--- src/rtl/pipe_hazard_ctrl_pkg.sv ---
// Shared definitions for the pipeline hazard controller.
// Holds the FSM state encoding, the operand-forwarding source encoding and
// the default opcodes used by the controller and its instruction tracking.
package pipe_hazard_ctrl_pkg;

  // Controller state as seen on the debug state output
  typedef enum logic [1:0] {
    ST_RUN   = 2'b00,
    ST_STALL = 2'b01,
    ST_FLUSH = 2'b10
  } state_t;

  // ALU operand source selection
  typedef enum logic [1:0] {
    FWD_REG = 2'b00,
    FWD_ALU = 2'b01,
    FWD_MEM = 2'b10
  } fwd_t;

  localparam logic [5:0] LOAD_OPC_DEFAULT = 6'd8;
  localparam logic [5:0] NOP_OPC_DEFAULT  = 6'd0;

endpackage

--- src/rtl/pipe_hazard_ctrl_hazard_cmp.sv ---
// Producer/consumer register compare.
// Reports whether a tracked producer slot writes the register a consumer
// reads. Register 0 is hard-wired, so a producer targeting it never matches.
// Ports:
//   valid - producer slot holds a real instruction
//   wr    - producer writes the register file
//   rd    - producer destination register
//   rs    - consumer source register
//   match - consumer depends on producer
module hazard_cmp (
  input  logic       valid,
  input  logic       wr,
  input  logic [4:0] rd,
  input  logic [4:0] rs,
  output logic       match
);

  assign match = valid && wr && (rd != 5'd0) && (rd == rs);

endmodule

--- src/rtl/pipe_hazard_ctrl.sv ---
// Pipeline hazard controller.
// Tracks the instructions in EX and MEM, detects load-use hazards, squashes
// fetch/decode after a taken branch or jump, and selects ALU operand
// forwarding sources for the instruction entering EX.
// Ports:
//   clock, reset                 - clock, asynchronous active-high reset
//   id_valid, id_opcode          - decode-stage instruction
//   id_rs1, id_rs2, id_rd, id_wr - decode-stage register usage
//   ex_branch_taken, ex_jump     - EX-stage control-flow redirect
//   pc_stall, ir_stall           - hold PC / instruction register
//   ex_opc_sel                   - inject NOP_OPC into EX
//   flush                        - squash fetch and decode
//   fwd_sel1, fwd_sel2           - operand sources for the EX instruction
//   state                        - FSM state for debug
module pipe_hazard_ctrl
  import pipe_hazard_ctrl_pkg::*;
#(
  parameter logic [5:0] LOAD_OPC     = LOAD_OPC_DEFAULT,
  parameter logic [5:0] NOP_OPC      = NOP_OPC_DEFAULT,
  parameter int         FLUSH_CYCLES = 2
) (
  input  logic       clock,
  input  logic       reset,
  input  logic       id_valid,
  input  logic [5:0] id_opcode,
  input  logic [4:0] id_rs1,
  input  logic [4:0] id_rs2,
  input  logic [4:0] id_rd,
  input  logic       id_wr,
  input  logic       ex_branch_taken,
  input  logic       ex_jump,
  output logic       pc_stall,
  output logic       ir_stall,
  output logic       ex_opc_sel,
  output logic       flush,
  output logic [1:0] fwd_sel1,
  output logic [1:0] fwd_sel2,
  output logic [1:0] state
);

  // The FLUSH state itself squashes FLUSH_CYCLES-1 cycles; the redirect
  // cycle accounts for the first one.
  localparam logic [1:0] FLUSH_INIT = 2'(FLUSH_CYCLES - 1);

  state_t     cur_state;
  logic [1:0] counter;

  logic       ex_valid, ex_wr, ex_is_load;
  logic [4:0] ex_rd;
  logic       mem_valid, mem_wr;
  logic [4:0] mem_rd;

  fwd_t fwd1_q, fwd2_q;
  fwd_t fwd1_d, fwd2_d;

  logic ex_m1, ex_m2, mem_m1, mem_m2;
  logic redirect, load_use, issue;

  hazard_cmp u_cmp_ex_rs1 (
    .valid(ex_valid), .wr(ex_wr), .rd(ex_rd), .rs(id_rs1), .match(ex_m1)
  );
  hazard_cmp u_cmp_ex_rs2 (
    .valid(ex_valid), .wr(ex_wr), .rd(ex_rd), .rs(id_rs2), .match(ex_m2)
  );
  hazard_cmp u_cmp_mem_rs1 (
    .valid(mem_valid), .wr(mem_wr), .rd(mem_rd), .rs(id_rs1), .match(mem_m1)
  );
  hazard_cmp u_cmp_mem_rs2 (
    .valid(mem_valid), .wr(mem_wr), .rd(mem_rd), .rs(id_rs2), .match(mem_m2)
  );

  // A redirect seen while flushing comes from a bubble in EX and is ignored.
  // Load-use only matters in RUN: STALL already resolved it and FLUSH only
  // has bubbles ahead of decode.
  assign redirect = (ex_branch_taken || ex_jump) && (cur_state != ST_FLUSH);
  assign load_use = (cur_state == ST_RUN) && id_valid && ex_is_load &&
                    (ex_m1 || ex_m2);

  assign flush      = redirect || ((cur_state == ST_FLUSH) && (counter != 2'd0));
  assign pc_stall   = load_use && !redirect;
  assign ir_stall   = load_use && !redirect;
  assign ex_opc_sel = load_use || flush;

  // A real instruction moves into EX this cycle
  assign issue = id_valid && !ex_opc_sel;

  assign state    = cur_state;
  assign fwd_sel1 = fwd1_q;
  assign fwd_sel2 = fwd2_q;

  // Forwarding sources for the instruction entering EX. A load still in EX
  // cannot forward its data yet; that case is covered by the stall.
  always_comb begin
    fwd1_d = FWD_REG;
    fwd2_d = FWD_REG;
    if (issue) begin
      if (ex_m1 && !ex_is_load) fwd1_d = FWD_ALU;
      else if (mem_m1)          fwd1_d = FWD_MEM;
      if (ex_m2 && !ex_is_load) fwd2_d = FWD_ALU;
      else if (mem_m2)          fwd2_d = FWD_MEM;
    end
  end

  // Control FSM with flush counter
  always_ff @(posedge clock or posedge reset) begin
    if (reset) begin
      cur_state <= ST_RUN;
      counter   <= 2'd0;
    end else begin
      case (cur_state)
        ST_RUN: begin
          if (redirect) begin
            cur_state <= ST_FLUSH;
            counter   <= FLUSH_INIT;
          end else if (load_use) begin
            cur_state <= ST_STALL;
          end
        end
        ST_STALL: begin
          if (redirect) begin
            cur_state <= ST_FLUSH;
            counter   <= FLUSH_INIT;
          end else begin
            cur_state <= ST_RUN;
          end
        end
        ST_FLUSH: begin
          if (counter == 2'd0) cur_state <= ST_RUN;
          else                 counter   <= counter - 2'd1;
        end
        default: begin
          cur_state <= ST_RUN;
          counter   <= 2'd0;
        end
      endcase
    end
  end

  // EX/MEM tracking and registered forwarding selects. An instruction that
  // decodes as the bubble opcode is treated as non-writing so it can never
  // act as a forwarding producer.
  always_ff @(posedge clock or posedge reset) begin
    if (reset) begin
      ex_valid   <= 1'b0;
      ex_wr      <= 1'b0;
      ex_is_load <= 1'b0;
      ex_rd      <= 5'd0;
      mem_valid  <= 1'b0;
      mem_wr     <= 1'b0;
      mem_rd     <= 5'd0;
      fwd1_q     <= FWD_REG;
      fwd2_q     <= FWD_REG;
    end else begin
      mem_valid  <= ex_valid;
      mem_wr     <= ex_wr;
      mem_rd     <= ex_rd;
      ex_valid   <= issue;
      ex_wr      <= issue && id_wr && (id_opcode != NOP_OPC);
      ex_is_load <= issue && (id_opcode == LOAD_OPC);
      ex_rd      <= issue ? id_rd : 5'd0;
      fwd1_q     <= fwd1_d;
      fwd2_q     <= fwd2_d;
    end
  end

endmodule

--- config.mk ---
export PLATFORM = sky130hd
export DESIGN_NAME = pipe_hazard_ctrl
export DESIGN_NICKNAME = d
export VERILOG_FILES = /design/src/rtl/pipe_hazard_ctrl_pkg.sv /design/src/rtl/pipe_hazard_ctrl_hazard_cmp.sv /design/src/rtl/pipe_hazard_ctrl.sv
export SDC_FILE = /design/constraint.sdc
export NUM_CORES = 1
export LEC_CHECK = 0
export CORE_MARGIN = 1
export CORE_UTILIZATION = 45
export CTS_CLUSTER_SIZE = 30
export DETAILED_ROUTE_END_ITERATION = 10
export GPL_ROUTABILITY_DRIVEN = 1
export PLACE_DENSITY = 0.75
export SYNTH_ARGS = -nofsm -noshare
export SYNTH_HDL_FRONTEND = slang
export SYNTH_HIERARCHICAL = 1
export SYNTH_SLANG_ARGS = --single-unit
--- constraint.sdc ---
create_clock -name clock -period 2.54 [get_ports clock]
set_input_delay 0.254 -clock clock [delete_from_list [all_inputs] [get_ports clock]]
set_output_delay 0.254 -clock clock [all_outputs]
set_load 0.005 [all_outputs]
---- Word level (Yosys, flattened, before mapping) ----
Index checks and enable logic that the tools add are counted.
word-level totals
  register bits after elaboration ......... 23
  input bits .............................. 27
  output and inout bits ................... 10
  word-level logic and storage cells ...... 75
cells by class
  add/sub/neg operators ................... 1
  eq/ne operators ......................... 12
  muxes and demuxes ....................... 15
  reduce and logical (&&, ||, !) cells .... 36
operator list
  cell                 number
  $mux 2               12
  $eq 5x5->1           4
  $logic_and 1x1->1    20
  $reduce_bool 5->1    2
  $eq 6x4->1 const B   1
  $pmux 2 s3           1
  $reduce_bool 6->1    1
  $mux 5               1
  $logic_not 2->1      2
  $logic_or 1x1->1     4
  $ne 2x1->1 const B   2
  $ne 2x2->1 const B   2
  $pmux 2 s2           1
  $reduce_and 2->1     2
  $logic_not 1->1      3
  $ne 3x3->1 const B   1
  $eq 2x1->1 const B   1
  $eq 2x2->1 const B   1
  $reduce_bool 2->1    1
  $reduce_or 2->1      1
  $sub 2x1->2 const B  1

---- Logic depth before layout (Yosys ltp) ----
Gate-level depths: netlist of run 1.
  depth in word-level cells ............... 10
  depth in mapped cells ................... 7
  mapped depth without buffers ............ 7

---- Hierarchy ----
The synthesis of run 1 kept the hierarchy.
by module, submodules not included
  module            times used  cells an instance  area each (µm²)  seq. area each (µm²)
  pipe_hazard_ctrl  1           63                 854.6            575.6
  hazard_cmp        4           10                 76.3             0.0

---- Worst setup path before layout of run 1 ----
No wires, ideal clock.
  path kind ............................... flip-flop to output port
  start point ............................. reg ex_rd[0]
  end point ............................... out pc_stall
  arrival time ............................ 1.694 ns
  required time ........................... 2.286 ns
  path slack .............................. 0.592 ns
  cell stages (with the launch flop) ...... 8
  buffers on the path ..................... 1
  path through ............................ dfrtp_1 xnor2_1 o2111ai_1 nor3b_2 nor2_1 nor4_2 and2_1 buf_4
on the way
  cells in the longest elaborated chain, start to end .. 6
  elaborated cells on any way between the ends .. 9
  classes of those cells .................. eq/ne: 2; reduce/logical: 7
RTL lines
  item                    RTL line                           text
  from (decl)             pipe_hazard_ctrl.sv:49             logic [4:0] ex_rd;
  from (signal assigned)  pipe_hazard_ctrl.sv:160            ex_rd <= issue ? id_rd : 5'd0;
  $reduce_bool 5->1       pipe_hazard_ctrl_hazard_cmp.sv:18  assign match = valid && wr && (rd != 5'd0) && (rd == rs);
  $logic_and 1x1->1       pipe_hazard_ctrl_hazard_cmp.sv:18
  $logic_and 1x1->1 (*)   pipe_hazard_ctrl_hazard_cmp.sv:18
  via ex_m2               pipe_hazard_ctrl.sv:56             logic ex_m1, ex_m2, mem_m1, mem_m2;
  $logic_or 1x1->1 (*)    pipe_hazard_ctrl.sv:77             (ex_m1 || ex_m2);
  $logic_and 1x1->1 (*)   pipe_hazard_ctrl.sv:76             assign load_use = (cur_state == ST_RUN) && id_valid && ex_is_load &&
  $logic_and 1x1->1 (*)   -
  to (decl)               pipe_hazard_ctrl.sv:32             output logic pc_stall,
Mark *: on every way through the listed nets, which the timed path passes. The rest lies on a longest branch.

---- Final worst setup path of run 1 ----
  start point ............................. in id_rs1[0]
  end point ............................... out ir_stall
on the way
  cells in the longest elaborated chain, start to end .. 5
RTL lines
  item               RTL line                           text
  from (decl)        pipe_hazard_ctrl.sv:26             input logic [4:0] id_rs1,
  $eq 5x5->1         pipe_hazard_ctrl_hazard_cmp.sv:18
  $logic_and 1x1->1  pipe_hazard_ctrl_hazard_cmp.sv:18
  via ex_m1          pipe_hazard_ctrl.sv:56
  $logic_or 1x1->1   pipe_hazard_ctrl.sv:77
  $logic_and 1x1->1  pipe_hazard_ctrl.sv:76
  $logic_and 1x1->1  pipe_hazard_ctrl.sv:81             assign ir_stall = load_use && !redirect;
  to (decl)          pipe_hazard_ctrl.sv:33             output logic ir_stall,
The timed path passes the listed nets, and every way through them passes these cells.

==> results of run 1 <==
[synthesized netlist by cell type, drive strengths merged]
cell type   n
dfrtp      23
xnor2      16
inv         8
and2        7
nor3b       6
nor2        5
nor4        5
o21ai       5
nand3       4
o2111ai     4
nand2b      3
a21oi       2
and3        2
nor4b       2
o22ai       2
and4        1
buf         1
ha          1
mux2i       1
nand2       1
nand3b      1
nor3        1
o311a       1
or4         1
[per-stage QoR]
stage / hold WS [ns] / worst slack, ns / area [sq um] / power, mW
final: 0.402 / -0.0590 / 1700 / 1.10
after CTS: 0.423 / -0.109 / 1660 / 1.07
after detailed placement: 0.396 / -0.0509 / 1570 / 0.889
after floorplan: 0.256 / 0.592 / 1160 / 0.728
after global placement: 0.393 / 0.0217 / 1570 / 0.873
after global routing: 0.440 / -0.226 / 1700 / 1.17
[worst paths after layout]
path | end | slack, ns
setup / recovery | ir_stall | -0.06
hold / removal | mem_rd[4] | 0.40
setup reg to reg | ex_wr | 0.38
hold reg to reg | mem_wr | 0.42
max in group asynchronous | ex_rd[1] | 1.58
min in group clock | mem_wr | 0.42
[worst max-delay path: cells and delay by family]
family | cells | cell delay, ns
buffers and inverters | 2 | 1.01
AND/OR/NAND/NOR | 4 | 0.80
AO/OA/AOI/OAI | 1 | 0.15
XOR/XNOR | 1 | 0.13
[metal layers]
| layer | share of wire [%] | up-vias |
|---|---|---|
| li1 | - | 462 |
| met1 | 42 | 470 |
| met2 | 51 | 45 |
| met3 | 5.3 | 6 |
| met4 | 1.8 | 0 |
| met5 | 0 | - |
[logic make-up (layout without fill, tap and decap cells)]
family | after synthesis | count (layout) | share of synthesized area (%)
buffers and inverters | 9 | 57 | 3.24
AND/OR/NAND/NOR | 39 | 39 | 24.8
adder cells (fa/ha/maj) | 1 | 1 | 1.08
AO/OA/AOI/OAI | 14 | 14 | 7.98
XOR/XNOR | 16 | 16 | 12.1
flip-flops | 23 | 23 | 49.6
multiplexers | 1 | 1 | 1.19
[flip-flops by register name (all words and copies together) (netlist names)]
name and count:
state 2, fwd_sel1 2, ex_wr 1, mem_valid 1
counter 2, ex_valid 1, ex_is_load 1, mem_rd 5
mem_wr 1, ex_rd 5, fwd_sel2 2
[power by group through the flow]
stage | logic [mW] | clock network, mW | registers [mW]
5_1_grt | 0.465 | 0.187 | 0.521
3_5_place_dp | 0.376 | 0 | 0.513
4_1_cts | 0.397 | 0.167 | 0.506
6_report | 0.427 | 0.160 | 0.511
3_3_place_gp | 0.366 | 0 | 0.508
2_1_floorplan | 0.236 | 0 | 0.493
[final cells by class]
type / instances / area, sq um
timing repair buffer: 45 / 427
tap: 30 / 37.5
fill: 180 / 754
inverter: 8 / 30.0
clock inverter: 1 / 5.00
sequential: 23 / 581
multi-input combinational: 71 / 598
clock buffer: 3 / 22.5
[timing repair]
item | in CTS | in global routing
buffers inserted | 4 | 2
gates resized for setup | 8 | 8
pin swaps | 8 | 5
endpoints found under the setup margin | 3 | 3
==> metrics.yaml, run 1 <==
die:
  die_y_microns: 52.8
  design.core.area_sq_um: 2450
  start_util_pct: 47.2
  io_pins: 37
  row_count: 18
  die_w_microns: 52.8
  fp.dieArea_sq_um: 2780
worst_setup_path:
  cp_slowest_stage_delay_ns: 0.53
  crit_fanout: 4
  cp-start-kind: "input pin"
  cp_slowest_cell: "clkdlybuf4s50_1"
  crit_required_ns: 2.29
  endpoint_kind: "output port"
  critPathLaunch: "id_rs1[0]"
  critPathKind: "input pin to output port"
  cp_common_cell: "clkdlybuf4s50_1"
  reg2reg_from: "ex_rd[2]"
  crit_chain: "clkdlybuf4s50_1 -> xnor2_2 -> o2111ai_1 -> nor3b_2 -> nor2_2 -> nor4_4 -> and2_4 -> clkdlybuf4s50_1"
  ff2ff_path_depth: 9
  cp_data_arrival_time_ns: 2.34
logic_synthesis:
  yosysTopAreaCell: "dfrtp_1"
  synth.cell_area_sq_um: 1160
  synth-seq-area-share_pct: 49.6
  syn_nets: 131
  synth.avg_cell_area_sq_um: 11.3
  synthTopCellsByArea: "dfrtp_1 (50%), xnor2_1 (12%), nor3b_2 (4.3%)"
  ys_types: 29
  ys_warn_count: 6
  netlist.area_leader.share_pct: 49.6
  syn_inst: 103
  ys_seq_elements: 23
clocking:
  clockRootBuffer: "clkbuf_4"
  cts_max_path_buffers: 2
  clkSinkCount: 23
  cts_tree: "yes"
  cts_buffers: 3
  h-tree-depth: 1
  clkTransAtPathRegs_ns: 0.12
  clk_latency_ns: 0.30
  cts-hold-fix-buffers: 0
sta:
  timing.final.crit_share_pct: 102
  drv_slew: 0
  hold_violations: 0
  relSlewSlack_pct: 45.4
  timing.setup.tns_ns: -0.0913
  period_needed_ns: 2.60
  fin_worst_skew_ns: 0.00302
  setup_violations: 2
  rsz0062_at_grt: "true"
  worst_slew_pin_slew_ns: 0.819
  max_freq_mhz: 385
  fin_ws_ns: -0.0590
global_routing:
  grt_max_degree: 24
  met2_usage_pct: 32.7
  met1_usage_pct: 27.3
  use_met3_pct: 2.03
  grt_pass1_wl_microns: 4010
  antenna_found_initial: 0
  grt_busiest_layer: "met2"
  grt_overflow_total: 0
  grtUsageTotal_pct: 20.4
  grt_pass1_vias: 894
layout:
  fin_util_pct: 69.3
  stdcell_count: 181
  final_cell_mix: "clkdlybuf4s50_1 (35), dfrtp_1 (19), xnor2_1 (13)"
  syn2layout_area_growth_pct: 46.6
  nets: 180
  antennaDiodeCount: 0
  drive_above_1_share_pct: 22.5
  layout_commonest_cell: "clkdlybuf4s50_1"
run_status:
  outcome: "complete, but fails checks"
  violations: "negative setup slack"
route:
  detail-route-antenna-nets: 0
  routed_wl_microns: 2500
  wire_per_inst_microns: 13.8
  post_drt_via_cell_ratio: 5.43
  drt_iter0_markers: 31
  vias: 983
  drc: 0
  dr.pass1.iters: 4
power_and_ir_drop:
  p_per_area_nw_per_um2: 646
  p_switching_mw: 0.360
  sequentialPowerShare_pct: 46.5
  p_clk_share_pct: 14.6
  swShare_pct: 32.8
  p_leak_nw: 0.678
  comb_power_share_pct: 38.9
  p_int_mw: 0.737
  ir_drop_mv: 0.490
placed_design:
  port_buffers: 36
  place.gp.congestion: 0.843
  dp_hpwl_microns: 1850
  dp.cells: 171
flow_run:
  cap_violations: 0
worst_hold_path:
  hold_class: "input pin to async pin"
No activity file was read; power rests on OpenSTA's default activity.
==> inputs of run 2 (changes only) <==
--- a/config.mk
+++ b/config.mk
@@ -10,8 +10,8 @@
 export CTS_CLUSTER_SIZE = 30
 export DETAILED_ROUTE_END_ITERATION = 10
 export GPL_ROUTABILITY_DRIVEN = 1
-export PLACE_DENSITY = 0.75
+export PLACE_DENSITY = 0.76
+export SKIP_LAST_GASP = 1
 export SYNTH_ARGS = -nofsm -noshare
 export SYNTH_HDL_FRONTEND = slang
-export SYNTH_HIERARCHICAL = 1
 export SYNTH_SLANG_ARGS = --single-unit
==> run 2 against run 1 <==
Compared with the run above: the run now ends clean; critical path type is now register to output port; critical endpoint is now pc_stall; hold slack lost 0.025 ns; setup slack gained 0.15 ns; non-clock buffer count grew 8; first-iteration DRC count shrank 84%.
==> metrics.yaml, run 2 <==
worst_setup_path:
  cp_data_arrival_time_ns: 2.20  # -0.14 ns
  critPathKind: "register to output port"
  crit_required_ns: 2.29  # about the same
  crit_chain: "buf_4 -> or4_1 -> nor2_4 -> buf_4 -> a2111oi_4 -> and2_4 -> dlygate4sd2_1"
  endpoint_kind: "output port"
  cp-start-kind: "register"
  cp.buffers_inverters: 3  # +1
  cp_top_family: "simple AND/OR/NAND/NOR gates"
  critPathLaunch: "ex_rd[1]"
  cp_slowest_stage_delay_ns: 0.58  # +0.05 ns
  reg2reg_from: "ex_rd[0]"
  crit_fanout: 3  # -1
  cp_common_cell: "buf_4"
  cp_slowest_cell: "or4_1"
sta:
  holdWs_ns: 0.378  # -0.0247 ns
  timing.setup.tns_ns: 0  # +0.0913 ns
  hold_violations: 0  # unchanged
  relSlewSlack_pct: 45.0  # -0.38 points
  period_needed_ns: 2.45  # -0.145 ns
  setup_violations: 0  # -2
  fin_worst_skew_ns: 0.00813  # +0.00512 ns
  worst_slew_pin_slew_ns: 0.824  # +0.00576 ns
  drv_slew: 0  # unchanged
  timing.final.crit_share_pct: 96.6  # -5.7 points
  max_freq_mhz: 408  # +5.9%
  rsz0062_at_grt: "false"
layout:
  syn2layout_area_growth_pct: 49.0
  finish.instance_area_sq_um: 1680  # -1.1%
  layout_commonest_cell: "clkdlybuf4s50_1"
  reg.largest.list: "ex_rd (5), mem_rd (5)"
  fin_util_pct: 73.2  # +3.9 points
  drive_above_1_share_pct: 17.9  # -4.6 points
  nets: 185  # +2.8%
  final_cell_mix: "clkdlybuf4s50_1 (33), dfrtp_1 (21), buf_4 (17)"
  antennaDiodeCount: 0  # unchanged
clocking:
  cts-hold-fix-buffers: 0  # unchanged
  clkTransAtPathRegs_ns: 0.13  # about the same
  cts_buffers: 3  # unchanged
  cts_tree: "yes"
  clk_latency_ns: 0.32  # +0.02 ns
  h-tree-depth: 1  # unchanged
  clockRootBuffer: "clkbuf_4"
  cts_max_path_buffers: 2  # unchanged
  clkSinkCount: 23  # unchanged
route:
  post_drt_via_cell_ratio: 5.33  # -1.9%
  wire_per_inst_microns: 14.1  # +1.8%
  vias: 980  # -0.31%
  drc: 0  # unchanged
  routed_wl_microns: 2590  # +3.5%
  drt_iter0_markers: 5  # -84%
  dr.pass1.iters: 4  # unchanged
  detail-route-antenna-nets: 0  # unchanged
logic_synthesis:
  synth.cell_area_sq_um: 1130  # -2.7%
  synth-simple-area-share_pct: 20.7  # -4.1 points
  ys_types: 30  # +3.4%
  synth_commonest_cells: "dfrtp_1 (23), xor2_1 (12), nor3_1 (8), xnor2_1 (8), nor2_1 (6)"
  synthAdderAreaFrac_pct: 1.11  # +0.030 points
  synth_top_family_by_area: "simple AND/OR/NAND/NOR gates"
  synth.avg_cell_area_sq_um: 11.2  # -0.77%
  ys_warn_count: 0  # -6
  syn_nets: 129  # -1.5%
  synth_compound_area_share_pct: 8.76  # +0.78 points
  synth-seq-area-share_pct: 51.0  # +1.4 points
  yosys_most_used_dff: "dfrtp_1"
  async_flop_share_pct: 100  # unchanged
  yosysTopAreaCell: "dfrtp_1"
  syn_inst: 101  # -1.9%
  netlist.area_leader.share_pct: 51.0  # +1.4 points
  post_synth_xor_area_fraction_pct: 15.5  # +3.4 points
  synthTopCellsByArea: "dfrtp_1 (51%), xor2_1 (9.3%), xnor2_1 (6.2%)"
  synth_edf_count: 0  # unchanged
  synth_most_common_cell: "dfrtp_1"
  ys_seq_elements: 23  # unchanged
  synth.area.mux_share_pct: 0.887  # -0.30 points
worst_hold_path:
  hold_class: "input pin to async pin"
placed_design:
  place.gp.congestion: 0.881  # +4.4%
  dp_hpwl_microns: 1980  # +7.3%
  port_buffers: 36  # unchanged
  place_area_sq_um: 1580  # +0.48%
die:
  io_pins: 37  # unchanged
  die_w_microns: 52.1  # -1.3%
  die_y_microns: 52.1  # -1.3%
  start_util_pct: 49.1  # +1.9 points
  row_count: 17  # -1
  design.core.area_sq_um: 2300  # -6.4%
  fp.dieArea_sq_um: 2710  # -2.6%
power_and_ir_drop:
  ir_drop_mv: 0.477  # -2.6%
  power.total_mw: 1.09  # -1.1%
  p_per_area_nw_per_um2: 645  # about the same
  p_leak_nw: 0.756  # +12%
global_routing:
  grtUsageTotal_pct: 23.3  # +2.9 points
  grt_pass1_vias: 999  # +12%
  grt_max_degree: 24  # unchanged
  antenna_found_initial: 0  # unchanged
  grt_pass1_wl_microns: 4450  # +11%
  grt_overflow_total: 0  # unchanged
run_status:
  outcome: "complete, no violations"
flow_run:
  cap_violations: 0  # unchanged
==> run 2: cell count changes after synthesis, sizes merged, moves of 3 or more <==
cell and change:
xor2 +12, nor3 +8, xnor2 -8, inv -5, nor3b -5, nor4 -5, and2 -4, o21ai -4
and3 +3
==> run 2: path summary, 6_finish.rpt <==
kind,cells after the start,slack [ns],endpoint
max,7,0.09,pc_stall
min,2,0.38,fwd_sel1[0]
max reg2reg,8,0.38,ex_is_load
min reg2reg,0,0.40,mem_wr
max in group asynchronous,2,1.60,ex_rd[0]
min in group clock,0,0.40,mem_wr
==> run 2: per-stage QoR <==
stage          cells  worst slack, ns
2_1_floorplan    101            0.664
3_3_place_gp     172           0.0118
3_5_place_dp     172         -0.00505
4_1_cts          182           0.0149
5_1_grt          184          0.00140
6_report         184           0.0861
==> run 2: power by group <==
part	switching, mW	total, mW	leakage (nW)	internal (mW)
combinational	0.185	0.416	0.435	0.232
clock	0.115	0.175	0.0139	0.0601
sequential	0.0663	0.494	0.307	0.428
total	0.366	1.09	0.756	0.719
==> run 2: logic make-up (layout without fill, tap and decap cells) <==
group | count (synthesis) | in the layout
AND/OR/NAND/NOR | 40 | 40
multiplexers | 1 | 1
AO/OA/AOI/OAI | 11 | 11
XOR/XNOR | 20 | 20
buffers and inverters | 5 | 60
adder cells (fa/ha/maj) | 1 | 1
flip-flops | 23 | 23
==> run 2: layout make-up <==
class	instances	area, sq um
tap	28	35.0
clock inverter	1	7.51
fill	157	616
inverter	3	11.3
sequential	23	578
timing repair buffer	53	489
clock buffer	3	22.5
multi-input combinational	73	538
==> run 2: layer usage <==
metal  wire [microns]  track usage (%)  part of all wire [%]
met1             1090             27.9                    42
met2             1360             40.6                    52
met3               90             2.92                   3.5
met4               54             11.7                   2.1
met5                0                0                     0
==> run 2: repair_timing <==
item                                   in CTS  in global routing
setup buffers                               6                  4
endpoints found under the hold margin       0                  0
setup endpoints to repair                   3                  3
gates resized for setup                     3                  5
pin swaps                                   7                  6
==> inputs of run 3 (changes only) <==
--- a/config.mk
+++ b/config.mk
@@ -11,6 +11,7 @@
 export DETAILED_ROUTE_END_ITERATION = 10
 export GPL_ROUTABILITY_DRIVEN = 1
 export PLACE_DENSITY = 0.76
+export RECOVER_POWER = 50
 export SKIP_LAST_GASP = 1
 export SYNTH_ARGS = -nofsm -noshare
 export SYNTH_HDL_FRONTEND = slang
==> run 3 against run 2 <==
Compared with the run above: first-iteration DRC count did not move; utilization fell by 0.44 points; non-clock buffer count stayed put; final cell count is the same; power decreased by 0.50%.
==> metrics.yaml, run 3 (synthesis gave the netlist of run 2 again) <==
placed_design:
  place.gp.congestion: 0.881  # unchanged
  dp.cells: 172  # unchanged
  place_area_sq_um: 1580  # unchanged
  dp_hpwl_microns: 1980  # unchanged
  port_buffers: 36  # unchanged
power_and_ir_drop:
  p_leak_nw: 0.751  # -0.65%
  ir_drop_mv: 0.475  # -0.26%
  p_per_area_nw_per_um2: 646  # about the same
clocking:
  h-tree-depth: 1  # unchanged
  cts-hold-fix-buffers: 0  # unchanged
  clkTransAtPathRegs_ns: 0.13  # about the same
  cts_tree: "yes"
  clk_latency_ns: 0.32  # about the same
  cts_buffers: 3  # unchanged
  cts_max_path_buffers: 2  # unchanged
  clockRootBuffer: "clkbuf_4"
  clkSinkCount: 23  # unchanged
worst_setup_path:
  cp_data_arrival_time_ns: 2.20  # about the same
  crit_required_ns: 2.29  # about the same
  crit_chain: "clkbuf_1 -> or4_1 -> nor2_4 -> buf_4 -> a2111oi_4 -> and2_4 -> dlygate4sd2_1"
  crit_fanout: 3  # unchanged
  cp_slowest_stage_delay_ns: 0.59  # about the same
  cp.buffers_inverters: 3  # unchanged
  cp_slowest_cell: "or4_1"
  endpoint_kind: "output port"
  cp-start-kind: "register"
  critPathKind: "register to output port"
  cp_top_family: "simple AND/OR/NAND/NOR gates"
route:
  drc: 0  # unchanged
  post_drt_via_cell_ratio: 5.33  # unchanged
  routed_wl_microns: 2600  # +0.23%
  wire_per_inst_microns: 14.1  # +0.23%
  detail-route-antenna-nets: 0  # unchanged
  dr.pass1.iters: 4  # unchanged
  drt_iter0_markers: 5  # unchanged
  vias: 980  # unchanged
die:
  design.core.area_sq_um: 2300  # unchanged
  die_y_microns: 52.1  # unchanged
  die_w_microns: 52.1  # unchanged
  start_util_pct: 49.1  # unchanged
  fp.dieArea_sq_um: 2710  # unchanged
  row_count: 17  # unchanged
  io_pins: 37  # unchanged
sta:
  max_freq_mhz: 408  # +0.18%
  drv_slew: 0  # unchanged
  worst_slew_pin_slew_ns: 0.827  # +0.00262 ns
  fin_worst_skew_ns: 0.00815  # +0.0000127 ns
  timing.final.crit_share_pct: 96.4  # -0.18 points
  period_needed_ns: 2.45  # -0.00445 ns
  timing.setup.tns_ns: 0  # unchanged
  setup_violations: 0  # unchanged
  relSlewSlack_pct: 44.8  # -0.17 points
  hold_violations: 0  # unchanged
  holdWs_ns: 0.395  # +0.0178 ns
global_routing:
  grtUsageTotal_pct: 23.3  # unchanged
  antenna_found_initial: 0  # unchanged
  grt_pass1_vias: 999  # unchanged
  grt_overflow_total: 0  # unchanged
  grt_max_degree: 24  # unchanged
  grt_pass1_wl_microns: 4450  # unchanged
layout:
  drive_above_1_share_pct: 15.4  # -2.6 points
  stdcell_count: 184  # unchanged
  finish.instance_area_sq_um: 1670  # -0.60%
  layout_commonest_cell: "clkdlybuf4s50_1"
  final_cell_mix: "clkdlybuf4s50_1 (32), dfrtp_1 (23), buf_4 (15)"
  nets: 185  # unchanged
  reg.largest.list: "ex_rd (5), mem_rd (5)"
  syn2layout_area_growth_pct: 48.1
  antennaDiodeCount: 0  # unchanged
  nFillCells: 161  # +2.5%
run_status:
  outcome: "complete, no violations"
flow_run:
  cap_violations: 0  # unchanged
worst_hold_path:
  hold_class: "register to register"
-- run 3: cell count changes in the layout (fill, tap and decap cells not counted), sizes merged --
cell / change
dlygate4sd3: +1
buf: -2
clkdlybuf4s50: -1
clkbuf: +2
-- run 3: path summary, 6_finish.rpt --
path | depth (start not counted) | slack [ns] | endpoint | start
setup / recovery | 7 | 0.09 | pc_stall | ex_rd[1]
hold / removal | 0 | 0.40 | mem_wr | ex_wr
setup reg to reg | 8 | 0.37 | ex_is_load | ex_rd[0]
hold reg to reg | 0 | 0.40 | mem_wr | ex_wr
max in group asynchronous | 2 | 1.51 | state[1] | reset
min in group asynchronous | 2 | 0.52 | fwd_sel1[0] | reset
-- run 3: metrics by stage --
stage	utilization [%]	setup slack [ns]	total power, mW
after global routing	72.8	-0.00173	1.16
after CTS	72.2	0.0149	1.08
after global placement	68.8	0.0118	0.854
after floorplan	-	0.664	0.706
final	72.8	0.0906	1.08
after detailed placement	68.8	-0.00505	0.875
-- run 3: what timing repair did --
item,in CTS,in global routing
buffers inserted,6,4
resized for setup,3,5
pin swaps,7,6
setup endpoints to repair,3,3
-- run 3: power breakdown --
| group | total (mW) | switching (mW) | internal, mW | leakage, nW |
|---|---|---|---|---|
| Combinational | 0.412 | 0.185 | 0.227 | 0.427 |
| Clock | 0.175 | 0.115 | 0.0601 | 0.0139 |
| Sequential | 0.493 | 0.0663 | 0.427 | 0.310 |
| Total | 1.08 | 0.366 | 0.714 | 0.751 |
-- run 3: metal layers --
layer	global-route usage, %	vias up	part of all wire (%)
li1	-	469	-
met3	2.92	8	3.5
met1	27.9	474	42
met2	40.6	29	53
met4	11.7	0	2.1
met5	0	-	0
-- run 3: layout make-up --
class	count	area, sq um	area share, %
multi-input combinational	73	538	32.2
clock buffer	3	22.5	1.35
inverter	3	11.3	0.674
sequential	23	576	34.4
timing repair buffer	53	482	28.8
clock inverter	1	7.51	0.449
tap	28	35.0	2.10
